<file path="config.mk">
export PLATFORM = sky130hd
export DESIGN_NAME = ht_cmd_traffic_gen
export DESIGN_NICKNAME = d
export VERILOG_FILES = /design/src/rtl/ht_cmd_traffic_gen_pkg.sv /design/src/rtl/ht_gen_lfsr.sv /design/src/rtl/ht_cmd_traffic_gen.sv
export SDC_FILE = /design/constraint.sdc
export NUM_CORES = 1
export LEC_CHECK = 0
export ABC_AREA = 0
export CELL_PAD_IN_SITES_DETAIL_PLACEMENT = 0
export CELL_PAD_IN_SITES_GLOBAL_PLACEMENT = 1
export CORE_MARGIN = 2
export CORE_UTILIZATION = 43
export CTS_CLUSTER_SIZE = 14
export DETAILED_ROUTE_END_ITERATION = 10
export PLACE_DENSITY = 0.91
export SLEW_MARGIN = 20
export SYNTH_ARGS = -nofsm -noshare
export SYNTH_HDL_FRONTEND = slang
export SYNTH_SLANG_ARGS = --single-unit
</file>
<file path="constraint.sdc">
create_clock -name clk_i -period 9 [get_ports clk_i]
set_input_delay 1.35 -clock clk_i [delete_from_list [all_inputs] [get_ports clk_i]]
set_output_delay 1.35 -clock clk_i [all_outputs]
set_load 0.05 [all_outputs]
</file>
<file path="src/rtl/ht_cmd_traffic_gen_pkg.sv">
// ---------------------------------------------------------------------------
// ht_cmd_traffic_gen_pkg
// Shared types and constants for the hash table command traffic generator.
//   ht_opcode_t       : command opcode seen by the hash table command input
//   gen_mode_t        : traffic generator run mode
//   gen_state_t       : traffic generator control states
//   HT_GEN_LFSR_TAPS  : feedback taps of the 32-bit right-shifting Galois LFSR
//   ht_gen_lfsr_next  : one LFSR step
// ---------------------------------------------------------------------------
package ht_cmd_traffic_gen_pkg;

  typedef enum logic [1:0] {
    OP_INIT   = 2'd0,
    OP_INSERT = 2'd1,
    OP_SEARCH = 2'd2,
    OP_DELETE = 2'd3
  } ht_opcode_t;

  typedef enum logic [1:0] {
    MODE_INIT       = 2'd0,
    MODE_SEQ_INSERT = 2'd1,
    MODE_SEQ_SEARCH = 2'd2,
    MODE_RANDOM     = 2'd3
  } gen_mode_t;

  typedef enum logic [1:0] {
    ST_IDLE  = 2'd0,
    ST_GEN   = 2'd1,
    ST_DRAIN = 2'd2
  } gen_state_t;

  localparam logic [31:0] HT_GEN_LFSR_TAPS = 32'h8020_0003;

  // Galois form: the bit shifted out decides whether the taps are folded in.
  function automatic logic [31:0] ht_gen_lfsr_next(input logic [31:0] cur);
    logic [31:0] nxt;
    nxt = cur >> 1;
    if (cur[0]) nxt = nxt ^ HT_GEN_LFSR_TAPS;
    return nxt;
  endfunction

endpackage

</file>
<file path="src/rtl/ht_gen_lfsr.sv">
// ---------------------------------------------------------------------------
// ht_gen_lfsr
// 32-bit Galois LFSR (shift right, taps HT_GEN_LFSR_TAPS) used as the random
// source of the traffic generator.
// Ports:
//   clk   : clock
//   rst_n : asynchronous active-low reset, loads SEED
//   load  : synchronous reload of SEED (has priority over step)
//   step  : advance the sequence by one step
//   lfsr  : current LFSR value
// ---------------------------------------------------------------------------
module ht_gen_lfsr
  import ht_cmd_traffic_gen_pkg::*;
#(
  parameter logic [31:0] SEED = 32'hACE1_2468
) (
  input  logic        clk,
  input  logic        rst_n,
  input  logic        load,
  input  logic        step,
  output logic [31:0] lfsr
);

  always_ff @(posedge clk or negedge rst_n) begin
    if (!rst_n) begin
      lfsr <= SEED;
    end else if (load) begin
      lfsr <= SEED;
    end else if (step) begin
      lfsr <= ht_gen_lfsr_next(lfsr);
    end
  end

endmodule

</file>
<file path="src/rtl/ht_cmd_traffic_gen.sv">
// ---------------------------------------------------------------------------
// ht_cmd_traffic_gen
// Command generator for the hash table pipeline: issues INIT, sequential
// insert, sequential search or constrained-random commands over a valid/ready
// stream, consumes the result stream, and limits commands in flight.
// Ports:
//   clk_i, rst_n_i        : clock, asynchronous active-low reset
//   start_i               : start a run (only honoured in IDLE)
//   mode_i                : run mode (gen_mode_t encoding)
//   cmd_cnt_i             : commands to issue (ignored in INIT)
//   key_base_i            : first key for the sequential modes
//   bucket_base_i/mask_i  : random bucket = base | (lfsr bits & mask)
//   low_mask_i            : random low key = lfsr bits & mask
//   cmd_*                 : command stream towards the hash table
//   res_valid_i/ready_o   : result stream (always ready)
//   busy_o, done_o        : run active / one-cycle completion pulse
//   sent_cnt_o/rcvd_cnt_o : per-run command and result counters
//   unexpected_o          : sticky, result seen with nothing outstanding
// ---------------------------------------------------------------------------
module ht_cmd_traffic_gen
  import ht_cmd_traffic_gen_pkg::*;
#(
  parameter int          KEY_WIDTH       = 32,
  parameter int          VALUE_WIDTH     = 16,
  parameter int          BUCKET_WIDTH    = 8,
  parameter int          CNT_WIDTH       = 32,
  parameter int          MAX_OUTSTANDING = 16,
  parameter logic [31:0] LFSR_SEED       = 32'hACE1_2468
) (
  input  logic                              clk_i,
  input  logic                              rst_n_i,
  input  logic                              start_i,
  input  logic [1:0]                        mode_i,
  input  logic [CNT_WIDTH-1:0]              cmd_cnt_i,
  input  logic [KEY_WIDTH-1:0]              key_base_i,
  input  logic [BUCKET_WIDTH-1:0]           bucket_base_i,
  input  logic [BUCKET_WIDTH-1:0]           bucket_mask_i,
  input  logic [KEY_WIDTH-BUCKET_WIDTH-1:0] low_mask_i,
  output logic                              cmd_valid_o,
  input  logic                              cmd_ready_i,
  output ht_opcode_t                        cmd_opcode_o,
  output logic [KEY_WIDTH-1:0]              cmd_key_o,
  output logic [VALUE_WIDTH-1:0]            cmd_value_o,
  input  logic                              res_valid_i,
  output logic                              res_ready_o,
  output logic                              busy_o,
  output logic                              done_o,
  output logic [CNT_WIDTH-1:0]              sent_cnt_o,
  output logic [CNT_WIDTH-1:0]              rcvd_cnt_o,
  output logic                              unexpected_o
);

  localparam int LOW_WIDTH = KEY_WIDTH - BUCKET_WIDTH;
  localparam int OUT_WIDTH = $clog2(MAX_OUTSTANDING + 1);
  localparam logic [OUT_WIDTH-1:0] OUT_MAX = OUT_WIDTH'(MAX_OUTSTANDING);

  gen_state_t                  state;
  gen_state_t                  state_next;
  gen_mode_t                   mode;
  logic [CNT_WIDTH-1:0]        cnt_total;
  logic [CNT_WIDTH-1:0]        total_cmds;
  logic [KEY_WIDTH-1:0]        key_base;
  logic [BUCKET_WIDTH-1:0]     bucket_base;
  logic [BUCKET_WIDTH-1:0]     bucket_mask;
  logic [LOW_WIDTH-1:0]        low_mask;
  logic [OUT_WIDTH-1:0]        outstanding;
  logic [OUT_WIDTH-1:0]        out_next;
  logic [31:0]                 lfsr;
  logic                        accept;
  logic                        start_run;
  logic                        last_accept;
  logic [BUCKET_WIDTH-1:0]     rnd_bucket;
  logic [LOW_WIDTH-1:0]        rnd_low;

  assign accept      = cmd_valid_o & cmd_ready_i;
  assign start_run   = (state == ST_IDLE) & start_i;
  assign total_cmds  = (mode == MODE_INIT) ? CNT_WIDTH'(1) : cnt_total;
  assign last_accept = accept & ((sent_cnt_o + CNT_WIDTH'(1)) == total_cmds);
  assign busy_o      = (state != ST_IDLE);
  assign res_ready_o = 1'b1;

  ht_gen_lfsr #(
    .SEED (LFSR_SEED)
  ) u_lfsr (
    .clk   (clk_i),
    .rst_n (rst_n_i),
    .load  (start_run),
    .step  (accept && (mode == MODE_RANDOM)),
    .lfsr  (lfsr)
  );

  // A command and a result in the same cycle cancel out; a result with nothing
  // in flight cannot take the counter below zero.
  always_comb begin
    out_next = outstanding;
    if (accept && !res_valid_i) begin
      out_next = outstanding + OUT_WIDTH'(1);
    end else if (!accept && res_valid_i && (outstanding != '0)) begin
      out_next = outstanding - OUT_WIDTH'(1);
    end
  end

  always_comb begin
    state_next = state;
    case (state)
      ST_IDLE: begin
        if (start_i) begin
          if ((gen_mode_t'(mode_i) != MODE_INIT) && (cmd_cnt_i == '0)) begin
            state_next = ST_DRAIN;
          end else begin
            state_next = ST_GEN;
          end
        end
      end
      ST_GEN: begin
        if (last_accept) state_next = ST_DRAIN;
      end
      ST_DRAIN: begin
        if (outstanding == '0) state_next = ST_IDLE;
      end
      default: state_next = ST_IDLE;
    endcase
  end

  // cmd_valid_o and done_o are registered from the next-state view so that the
  // valid flag already reflects the in-flight limit on the cycle it is seen.
  always_ff @(posedge clk_i or negedge rst_n_i) begin
    if (!rst_n_i) begin
      state        <= ST_IDLE;
      mode         <= MODE_INIT;
      cnt_total    <= '0;
      key_base     <= '0;
      bucket_base  <= '0;
      bucket_mask  <= '0;
      low_mask     <= '0;
      outstanding  <= '0;
      cmd_valid_o  <= 1'b0;
      done_o       <= 1'b0;
      sent_cnt_o   <= '0;
      rcvd_cnt_o   <= '0;
      unexpected_o <= 1'b0;
    end else begin
      state       <= state_next;
      outstanding <= out_next;
      cmd_valid_o <= (state_next == ST_GEN) && (out_next < OUT_MAX);
      done_o      <= (state == ST_DRAIN) && (state_next == ST_IDLE);
      if (start_run) begin
        mode         <= gen_mode_t'(mode_i);
        cnt_total    <= cmd_cnt_i;
        key_base     <= key_base_i;
        bucket_base  <= bucket_base_i;
        bucket_mask  <= bucket_mask_i;
        low_mask     <= low_mask_i;
        sent_cnt_o   <= '0;
        rcvd_cnt_o   <= '0;
        unexpected_o <= 1'b0;
      end else begin
        if (accept) sent_cnt_o <= sent_cnt_o + CNT_WIDTH'(1);
        if (res_valid_i) begin
          rcvd_cnt_o <= rcvd_cnt_o + CNT_WIDTH'(1);
          if (outstanding == '0) unexpected_o <= 1'b1;
        end
      end
    end
  end

  // The command index always equals the accepted count of the run, so
  // sent_cnt_o doubles as the sequential index. Content depends only on
  // registered state, which keeps it stable while the consumer stalls.
  always_comb begin
    rnd_bucket = bucket_base | (lfsr[31 -: BUCKET_WIDTH] & bucket_mask);
    rnd_low    = lfsr[LOW_WIDTH-1:0] & low_mask;
    cmd_opcode_o = OP_INIT;
    cmd_key_o    = '0;
    cmd_value_o  = '0;
    case (mode)
      MODE_SEQ_INSERT: begin
        cmd_opcode_o = OP_INSERT;
        cmd_key_o    = key_base + KEY_WIDTH'(sent_cnt_o);
        cmd_value_o  = VALUE_WIDTH'(sent_cnt_o);
      end
      MODE_SEQ_SEARCH: begin
        cmd_opcode_o = OP_SEARCH;
        cmd_key_o    = key_base + KEY_WIDTH'(sent_cnt_o);
      end
      MODE_RANDOM: begin
        cmd_key_o = {rnd_bucket, rnd_low};
        case (lfsr[17:16])
          2'b00:   cmd_opcode_o = OP_SEARCH;
          2'b10:   cmd_opcode_o = OP_DELETE;
          default: begin
            cmd_opcode_o = OP_INSERT;
            cmd_value_o  = lfsr[31 -: VALUE_WIDTH];
          end
        endcase
      end
      default: begin
        cmd_opcode_o = OP_INIT;
      end
    endcase
  end

endmodule
</file>
# Yosys cells after proc, flatten, opt, wreduce, memory -nomap -nowiden
# Index checks and enable logic that the tools add are counted.
[op_classes]
n_addsub = 5
shifts = 0
mul = 0
n_div = 0
mux = 23
order_cmp = 1
reduce_logical = 25
eq_ne = 8
bitwise_logic = 7
[op_table]
columns = ["operator", "n"]
rows = [
  ["2-to-1 mux 32 bit", 8],
  ["adder 32 x 1 -> 32 bit, second input constant", 2],
  ["one-hot mux 32 bit (2 select lines)", 1],
  ["adder 32 bit", 1],
  ["== test 32 bit", 1],
  ["zero test 32 bit", 1],
  ["one-hot mux 16 bit (2 select lines)", 1],
  ["bitwise AND 24 bit", 1],
  ["2-to-1 mux 16 bit", 1],
  ["one-hot mux 2 bit (3 select lines)", 2],
  ["nonzero test 2 bit", 6],
  ["2-to-1 mux 5 bit", 2],
  ["bitwise AND 8 bit", 1],
  ["== test 2 bit, second input constant", 4],
  ["zero test 2 bit", 4],
  ["2-to-1 mux 2 bit", 4],
  ["bitwise OR 8 bit", 1],
  ["logical AND 1 bit", 7],
  ["== test 2 x 1 -> 1 bit, second input constant", 3],
  ["adder 5 x 1 -> 5 bit, second input constant", 1],
  ["zero test 5 bit", 1],
  ["< comparator 5 bit, second input constant", 1],
  ["nonzero test 5 bit", 1],
  ["subtractor 5 x 1 -> 5 bit, second input constant", 1],
  ["other kinds (7)", 13],
]
[totals]
wordCells = 83
mem_bits_ro = 0
ramBits = 0
out_inout_bits = 119
in_bits = 111
register_bits = 212
latchBits = 0
mem_count = 0

# Longest topological paths before layout
# Gate-level depths: netlist (run 1).
[logic_depth]
depth_word = 8
depth_mapped = 13
mapped_depth_nobuf = 11

# Hierarchy
# A second synthesis (run 1) with hierarchy kept.
[hier_totals]
cells_unflattened = 1250
area_unflattened_um2 = 12510.7
[modules_own_cells]
columns = ["mod", "cells_each", "instances", "area_each_um2", "seq_area_each_um2"]
rows = [
  ["ht_cmd_traffic_gen", 1143, 1, 11136.9, 4504.3],
  ["ht_gen_lfsr", 107, 1, 1373.8, 817.0],
]

# Worst setup path after synthesis (run 1)
# No wires, ideal clock.
[synth_timing]
path_type = "reg2out"
start = "register sent_cnt_o[0]"
end = "output port cmd_key_o[18]"
slack_ns = 3.531
path_buffers = 0
required_time_ns = 7.650
t_arrival_ns = 4.119
stages_incl_launch_ff = 12
cell_sequence = "dfrtp_1 ha_1 fa_1 a211oi_1 o21bai_1 a211oi_1 o21bai_1 a211oi_1 nor2_1 o31ai_1 xor2_1 o21ai_0"
[synth_via]
elab_chain_len = 2
[synth_lines]
columns = ["element", "line", "rtl"]
rows = [
  ["from (decl)", "ht_cmd_traffic_gen.sv:48", "output logic [CNT_WIDTH-1:0] sent_cnt_o,"],
  ["from (signal assigned)", "ht_cmd_traffic_gen.sv:158", "if (accept) sent_cnt_o <= sent_cnt_o + CNT_WIDTH'(1);"],
  ["adder 32 bit", "ht_cmd_traffic_gen.sv:179, ht_cmd_traffic_gen.sv:184", ""],
  ["one-hot mux 32 bit (2 select lines)", "ht_cmd_traffic_gen.sv:176", "case (mode)"],
  ["to (decl)", "ht_cmd_traffic_gen.sv:42", "output logic [KEY_WIDTH-1:0] cmd_key_o,"],
]
# Every way passes these cells.

# Worst setup path after layout (run 1)
# Ends and elaborated chain as after synthesis.

==> results of run 1 <==
[cell type report]
type                    count  share of cell area (%)
clock buffers              31                    4.38
clock inverters            13                   0.821
well taps                 384                    3.06
multi-input cells        1176                    42.3
flip-flops and latches    212                    33.9
repair buffers            237                    15.0
inverters                  23                   0.550
[tightest hold or removal path, delay by kind of cell, from the launching register on]
family | cells | cell delay [ns]
AND/OR/NAND/NOR | 2 | 0.10
flip-flops | 1 | 0.33
[metal layers]
metal / up-vias / global-route usage, % / wire (µm) / part of all wire, %
li1: 5485 / - / - / -
met1: 5579 / 35.3 / 17100 / 43
met2: 501 / 40.0 / 17400 / 44
met3: 87 / 5.94 / 3430 / 8.7
met4: 4 / 9.03 / 1380 / 3.5
met5: - / 0 / 21 / 0.053
[flip-flops by register name, indices dropped and copies added (netlist names)]
register / count
bucket_base: 8
mode: 2
u_lfsr.lfsr: 32
key_base: 32
state: 2
unexpected_o: 1
outstanding: 5
sent_cnt_o: 32
cmd_valid_o: 1
bucket_mask: 8
cnt_total: 32
rcvd_cnt_o: 32
low_mask: 24
done_o: 1
[final timing paths]
check | end
worst max-delay path | cmd_key_o[18]
worst min-delay path | cnt_total[4]$_DFFE_PN0P_
worst max register to register | state[0]$_DFF_PN0_
worst min register to register | cnt_total[4]$_DFFE_PN0P_
max in group asynchronous | rcvd_cnt_o[20]$_DFFE_PN0P_
min in group asynchronous | bucket_mask[1]$_DFFE_PN0P_
[report_power, final]
group / switching (mW) / leakage, nW / internal, mW / total [mW]
logic: 0.675 / 3.86 / 0.401 / 1.08
registers: 0.200 / 2.76 / 1.13 / 1.33
clock network: 0.411 / 0.396 / 0.599 / 1.01
total: 1.29 / 7.02 / 2.13 / 3.41
[cell families (layout without fill, tap and decap cells)]
group                    count (synthesis)  count (layout)
AO/OA/AOI/OAI                          246             246
AND/OR/NAND/NOR                        763             763
flip-flops                             212             212
XOR/XNOR                               120             120
multiplexers                             7               7
other                                    1               1
buffers and inverters                  105             304
adder cells (fa/ha/maj)                 39              39
[through the flow]
stage	hold slack, ns	util (%)	instances	setup slack [ns]
floorplan	0.438	-	1493	3.53
global placement	0.455	52.1	2032	3.27
detailed placement	0.455	52.1	2032	3.25
CTS	0.471	55.0	2076	2.68
global route	0.489	55.0	2076	2.36
finish	0.467	55.0	2076	2.63
[layout by cell type (no fill, tap or decap), drive strengths merged, types with 4 or more instances in the layout]
cell type,n
clkbuf,32
clkdlybuf4s50,227
dfstp,13
clkinv,7
nand4,25
xnor2,63
ha,38
nand2b,11
nor3b,5
nand3,52
o21bai,4
mux2i,6
o211ai,11
dfrtp,199
or3,23
buf,9
xor2,56
and3,18
and2,6
a21o,10
nor4,17
and4,4
clkinvlp,4
or2,5
a32oi,15
a22o,15
o21ai,61
a31oi,8
nor3,22
nand2,448
nor2b,11
o31ai,4
nor2,105
inv,23
a21oi,70
a211oi,8
o22ai,9
==> summary.txt, run 1 <==
Outcome
  • Status: finished clean

STA
  • Final min period: 6.37 ns
  • Worst-Margin Slew: 1.00 ns
  • Setup TNS: 0 ns
  • Final setup fails: 0
  • RSZ-0062 raised after global routing: false
  • Worst slew margin: 33.0%
  • Slew Limit Fails: 0
  • FMAX: 0.157 GHz
  • Tcrit/Tclk final: 70.7%
  • Final hold violations: 0
  • Max Clock Skew: 0.0112 ns

Finish
  • Antenna cell count: 0
  • Multi-input gate area: 6640 µm²
  • Area Overhead vs Synth: 26.8%
  • Fill count: 2694
  • Share of cells above drive strength 1: 5.02%
  • Register area: 5320 µm²
  • Fin area: 15700 µm²
  • Total Nets Final: 1825

Clock tree
  • CTS Buf Count: 25
  • Postcts setup bufs: 0
  • CTS tree: done
  • Clock H-tree levels: 1
  • Root Buffer: clkbuf_16
  • Latest clock arrival within the worst-skew pair: 0.53 ns
  • Clock slew seen by the registers of the worst setup and hold paths: 0.06 ns
  • Longest Clk Path Bufs: 3
  • Sink Count: 212
  • CTS Hold Bufs: 0
  • PostCTS Resize Cnt: 0

Setup path
  • Crit path max fanout: 9
  • CP max stage delay: 0.87 ns
  • Worst EP arrival: 5.02 ns
  • CP Data Required Time: 7.65 ns
  • WP buf/inv: 1
  • Slowest-stage cell, CP: clkdlybuf4s50_1
  • RR Startpoint: sent_cnt_o[12]$_DFFE_PN0P_
  • Critical Path Stages: 12
  • Worst Setup Start Kind: flip-flop
  • Setup CP Type: reg -> out
  • Reg2reg path depth: 8
  • Critical path cell sequence: ha_1 > fa_1 > a211oi_1 > o21bai_1 > a211oi_1 > o21bai_1 > a211oi_1 > nor2_1 > o31ai_1 > xor2_1 > o21ai_0 > clkdlybuf4s50_1
  • Cell repeated most along the worst path: a211oi_1
  • CP top delay family: compound AO/OA/AOI/OAI gates
  • Critical path origin: sent_cnt_o[0]$_DFFE_PN0P_
  • Crit end category: output pin
  • Flop-to-flop setup slack: 5.26 ns

Global routing
  • Total gr overflow: 0
  • Vias in the first global route: 11400
  • First-pass GRT wire length: 62300 µm
  • GRT Total Usage: 25.7%
  • Largest net degree at the start of global routing: 99
  • Initial antenna violation count: 3

Logic synthesis
  • Fraction of synthesized area in multiplexers: 0.576%
  • Seq/Total Area, Yosys: 43.0%
  • Synth async-reset ratio: 100%
  • Main combinational cell family by area after synthesis: simple AND/OR/NAND/NOR gates
  • Top FF cell, synth: dfrtp_1
  • Cell Area, Synth: 12400 µm²
  • Synth Area in Compound Gates: 13.0%
  • Post-synth top area share: 40.2%
  • Post-Synth XOR/XNOR Area: 8.60%
  • Syn Area/Cell: 8.29 µm²
  • Syn Nets: 1643
  • Synthesized instance count: 1493
  • Most numerous cell in the Yosys netlist: nand2_1
  • Post-synth EDFFs: 0
  • Ys Warns: 0
  • Adder-Cell Fraction of Synth Area: 4.00%
  • Synth unique cells: 76
  • Most frequent cells after synthesis: 448 x nand2_1, 199 x dfrtp_1, 105 x nor2_1, 70 x a21oi_1, 63 x xnor2_1
  • Cell taking the most area after synthesis: dfrtp_1
  • Top cells by area, synth: dfrtp_1 40%, nand2_1 14%, xnor2_1 4.5%, xor2_1 4.0%, ha_1 3.8%
  • Seq cells post-synth: 212
  • Simple-gate share of the synthesized area: 27.3%

Detailed routing
  • ANT nets after route: 0
  • WL/cell: 19.0 µm
  • Starting DRC count in detailed routing: 831
  • DRT Pass-1 Iters: 5
  • DRC: 0
  • Total Wirelength: 39400 µm
  • Vias: 11700
  • Vias per cell: 5.61

Die
  • Die Wd: 174 µm
  • Die footprint: 30200 µm²
  • Row count: 62
  • Die height: 174 µm
  • Initial Util: 43.4%
  • CORE AREA: 28500 µm²
  • IO Pins: 230

Placement
  • Post-Place Cell Area: 14900 µm²
  • HPWL Detailed: 28400 µm
  • GPL Wtd Cong: 0.951
  • PortBufs: 228

Pwr
  • Power Density: 218 nW/µm²
  • Pleak: 7.02 nW
  • Maximum vdd drop: 222 µV
  • Power consumption: 3.41 mW

Min path
  • Worst hold path depth: 2
  • Hold Crit Start: cnt_total[4]$_DFFE_PN0P_
  • Min-Delay Path Class: reg -> reg

Job
  • MaxCap Viol Count: 0
Power figures use the tool's default switching activity.
==> run 2: changes to the inputs <==
Settings changed: CORE_UTILIZATION 43 to 36, PLACE_DENSITY 0.91 to 0.82.
Clock period 9 ns to 5.4 ns, I/O delays scaled along.
==> run 2 against run 1 <==
Worst setup slack lost 2.4 ns; via count down 1.6%; critical path depth is 1 higher; cell count rose by 3.9%; first-iteration DRC count down 15%; sequential share of layout area down 0.53 points; design area rose by 1.6%; register-to-register slack worse by 3.5 ns; non-clock buffer count up 10.
==> summary.txt, run 2 (synthesis gave the netlist of run 1 again) <==
Clock tree
  • Latest clock arrival within the worst-skew pair: 0.56 ns (was 0.53 ns)
  • Sink Count: 212 (unchanged)
  • CTS tree: done (unchanged)
  • Clock slew seen by the registers of the worst setup and hold paths: 0.06 ns (about the same)
  • CTS Hold Bufs: 0 (unchanged)
  • CTS Buf Count: 26 (was 25)
  • Root Buffer: clkbuf_16 (unchanged)
  • Clock H-tree levels: 1 (unchanged)
  • Postcts setup bufs: 0 (unchanged)
  • Longest Clk Path Bufs: 3 (unchanged)

Setup path
  • Crit end category: output pin (unchanged)
  • Worst Setup Start Kind: flip-flop (unchanged)
  • Crit path max fanout: 4 (was 9)
  • Setup CP Type: reg -> out (unchanged)
  • CP Data Required Time: 4.59 ns (was 7.65 ns)
  • Worst EP arrival: 4.40 ns (was 5.02 ns)

Finish
  • Most frequent cells in the layout: 447 x nand2_1, 223 x clkdlybuf4s50_1, 199 x dfrtp_1 (was 446 x nand2_1, 227 x clkdlybuf4s50_1, 199 x dfrtp_1)
  • Commonest non-fill, non-tap cell in the layout: nand2_1 (unchanged)
  • Area Overhead vs Synth: 28.8% (was 26.8%)
  • Share of cells above drive strength 1: 5.74% (was 5.02%)
  • Total Nets Final: 1836 (was 1825)

Global routing
  • Total gr overflow: 0 (unchanged)
  • Vias in the first global route: 11400 (about the same)
  • Initial antenna violation count: 3 (unchanged)
  • GRT Total Usage: 22.6% (was 25.7%)
  • First-pass GRT wire length: 64300 µm (was 62300 µm)
  • Largest net degree at the start of global routing: 119 (was 99)

STA
  • Worst slew margin: 23.6% (was 33.0%)
  • Max Clock Skew: 0.0345 ns (was 0.0112 ns)
  • Tcrit/Tclk final: 96.4%
  • Slew Limit Fails: 0 (unchanged)
  • FMAX: 0.192 GHz
  • Setup TNS: 0 ns (unchanged)
  • Final hold violations: 0 (unchanged)
  • Final min period: 5.21 ns
  • Final setup fails: 0 (unchanged)
  • RSZ-0062 raised after global routing: false (unchanged)
  • Worst-Margin Slew: 1.14 ns (was 1.00 ns)

Die
  • Initial Util: 36.7% (was 43.4%)
  • Die Wd: 189 µm (was 174 µm)
  • Die height: 189 µm (was 174 µm)
  • Row count: 67 (was 62)
  • IO Pins: 230 (unchanged)
  • Die footprint: 35900 µm² (was 30200 µm²)
  • CORE AREA: 33700 µm² (was 28500 µm²)

Detailed routing
  • WL/cell: 19.0 µm (about the same)
  • Starting DRC count in detailed routing: 705 (was 831)
  • ANT nets after route: 0 (unchanged)
  • Vias per cell: 5.32 (was 5.61)
  • Total Wirelength: 41000 µm (was 39400 µm)
  • Vias: 11500 (was 11700)
  • DRC: 0 (unchanged)
  • DRT Pass-1 Iters: 6 (was 5)

Pwr
  • Cell-internal power: 3.67 mW (was 2.13 mW)
  • Maximum vdd drop: 307 µV (was 222 µV)
  • Clock share of power: 31.0% (was 29.6%)
  • Switch Pwr: 2.19 mW (was 1.29 mW)
  • Power Density: 367 nW/µm² (was 218 nW/µm²)
  • Switching Share: 37.3% (was 37.7%)
  • Pleak: 7.14 nW (was 7.02 nW)
  • Comb power frac: 32.1% (was 31.5%)
  • Flop pwr share: 36.9% (was 38.9%)
  • Power consumption: 5.86 mW (was 3.41 mW)

Min path
  • Min-Delay Path Class: in -> async (was reg -> reg)

Job
  • MaxCap Viol Count: 0 (unchanged)

Placement
  • PortBufs: 228 (unchanged)
  • GPL Wtd Cong: 0.961 (was 0.951)
  • HPWL Detailed: 29700 µm (was 28400 µm)

Outcome
  • Status: finished clean (unchanged)
[run 2: changes by cell type in the layout (fill, tap and decap cells not counted), moves of 2 or more]
cell	before	now
clkdlybuf4s50_1	227	223
clkinvlp_4	4	1
diode_2	0	2
buf_12	0	2
buf_4	9	20
clkbuf_1	2	6
[run 2: cell type report]
| class | instances | area [µm²] |
|---|---|---|
| antenna | 2 | 5.00 |
| tap | 448 | 561 |
| sequential | 212 | 5320 |
| multi-input combinational | 1176 | 6640 |
| fill | 3321 | 17800 |
| clock inverter | 11 | 144 |
| clock buffer | 37 | 742 |
| timing repair buffer | 247 | 2450 |
| inverter | 23 | 86.3 |
[run 2: path summary, 6_finish.rpt]
check,startpoint,end,slack [ns],cells past startpoint
min,rst_n_i,bucket_base[3]$_DFFE_PN0P_,0.31,1
min in group clk_i,cnt_total[3]$_DFFE_PN0P_,cnt_total[3]$_DFFE_PN0P_,0.47,2
max in group asynchronous,rst_n_i,rcvd_cnt_o[14]$_DFFE_PN0P_,3.93,2
min reg2reg,cnt_total[3]$_DFFE_PN0P_,cnt_total[3]$_DFFE_PN0P_,0.47,2
max reg2reg,sent_cnt_o[1]$_DFFE_PN0P_,cmd_valid_o$_DFF_PN0_,1.74,10
max,sent_cnt_o[0]$_DFFE_PN0P_,cmd_key_o[16],0.19,13
[run 2: worst max-delay path, cell delays in order, from the launching register on]
cell             delay, ns
dfrtp_1               0.39
ha_1                  0.23
fa_1                  0.42
a211oi_1              0.34
o21bai_1              0.16
a211oi_1              0.23
buf_4                 0.18
o21bai_1              0.13
a211oi_1              0.39
nor2_1                0.12
nor2_1                0.20
a22oi_1               0.10
nor2_1                0.12
clkdlybuf4s50_1       0.82
[run 2: power by group through the flow]
stage	clock (mW)	combinational [mW]	sequential [mW]
2_1_floorplan	0	1.04	2.27
3_3_place_gp	0	1.86	2.18
3_5_place_dp	0	1.87	2.18
4_1_cts	1.86	1.88	2.16
5_1_grt	1.91	2.03	2.19
6_report	1.82	1.88	2.16
[run 2: stage by stage]
| step | utilization, % | hold WS, ns | instance area, µm² | setup slack [ns] | cells |
|---|---|---|---|---|---|
| 2_1_floorplan | - | 0.438 | 12400 | 0.471 | 1493 |
| 3_3_place_gp | 44.7 | 0.453 | 15100 | 0.917 | 2106 |
| 3_5_place_dp | 44.7 | 0.463 | 15100 | 0.809 | 2106 |
| 4_1_cts | 47.3 | 0.353 | 15900 | 0.207 | 2154 |
| 5_1_grt | 47.3 | 0.367 | 15900 | 0.0832 | 2154 |
| 6_report | 47.3 | 0.309 | 15900 | 0.194 | 2156 |
[run 2: what timing repair did]
action,CTS,global route
hold endpoints to repair,0,0
setup endpoints to repair,0,1
resized for setup,0,1
[run 2: per-layer routing]
metal	vias to the layer above	track usage [%]	routed length, µm
li1	5491	-	-
met3	77	5.06	3240
met2	421	35.9	18400
met1	5477	30.5	18000
met5	-	0	0
met4	0	7.27	1390
==> run 3: changes to the inputs <==
Settings changed: ABC_AREA 0 to unset.
==> results of run 3 <==
Final layout, timing and power as in run 2 (identical DEF).
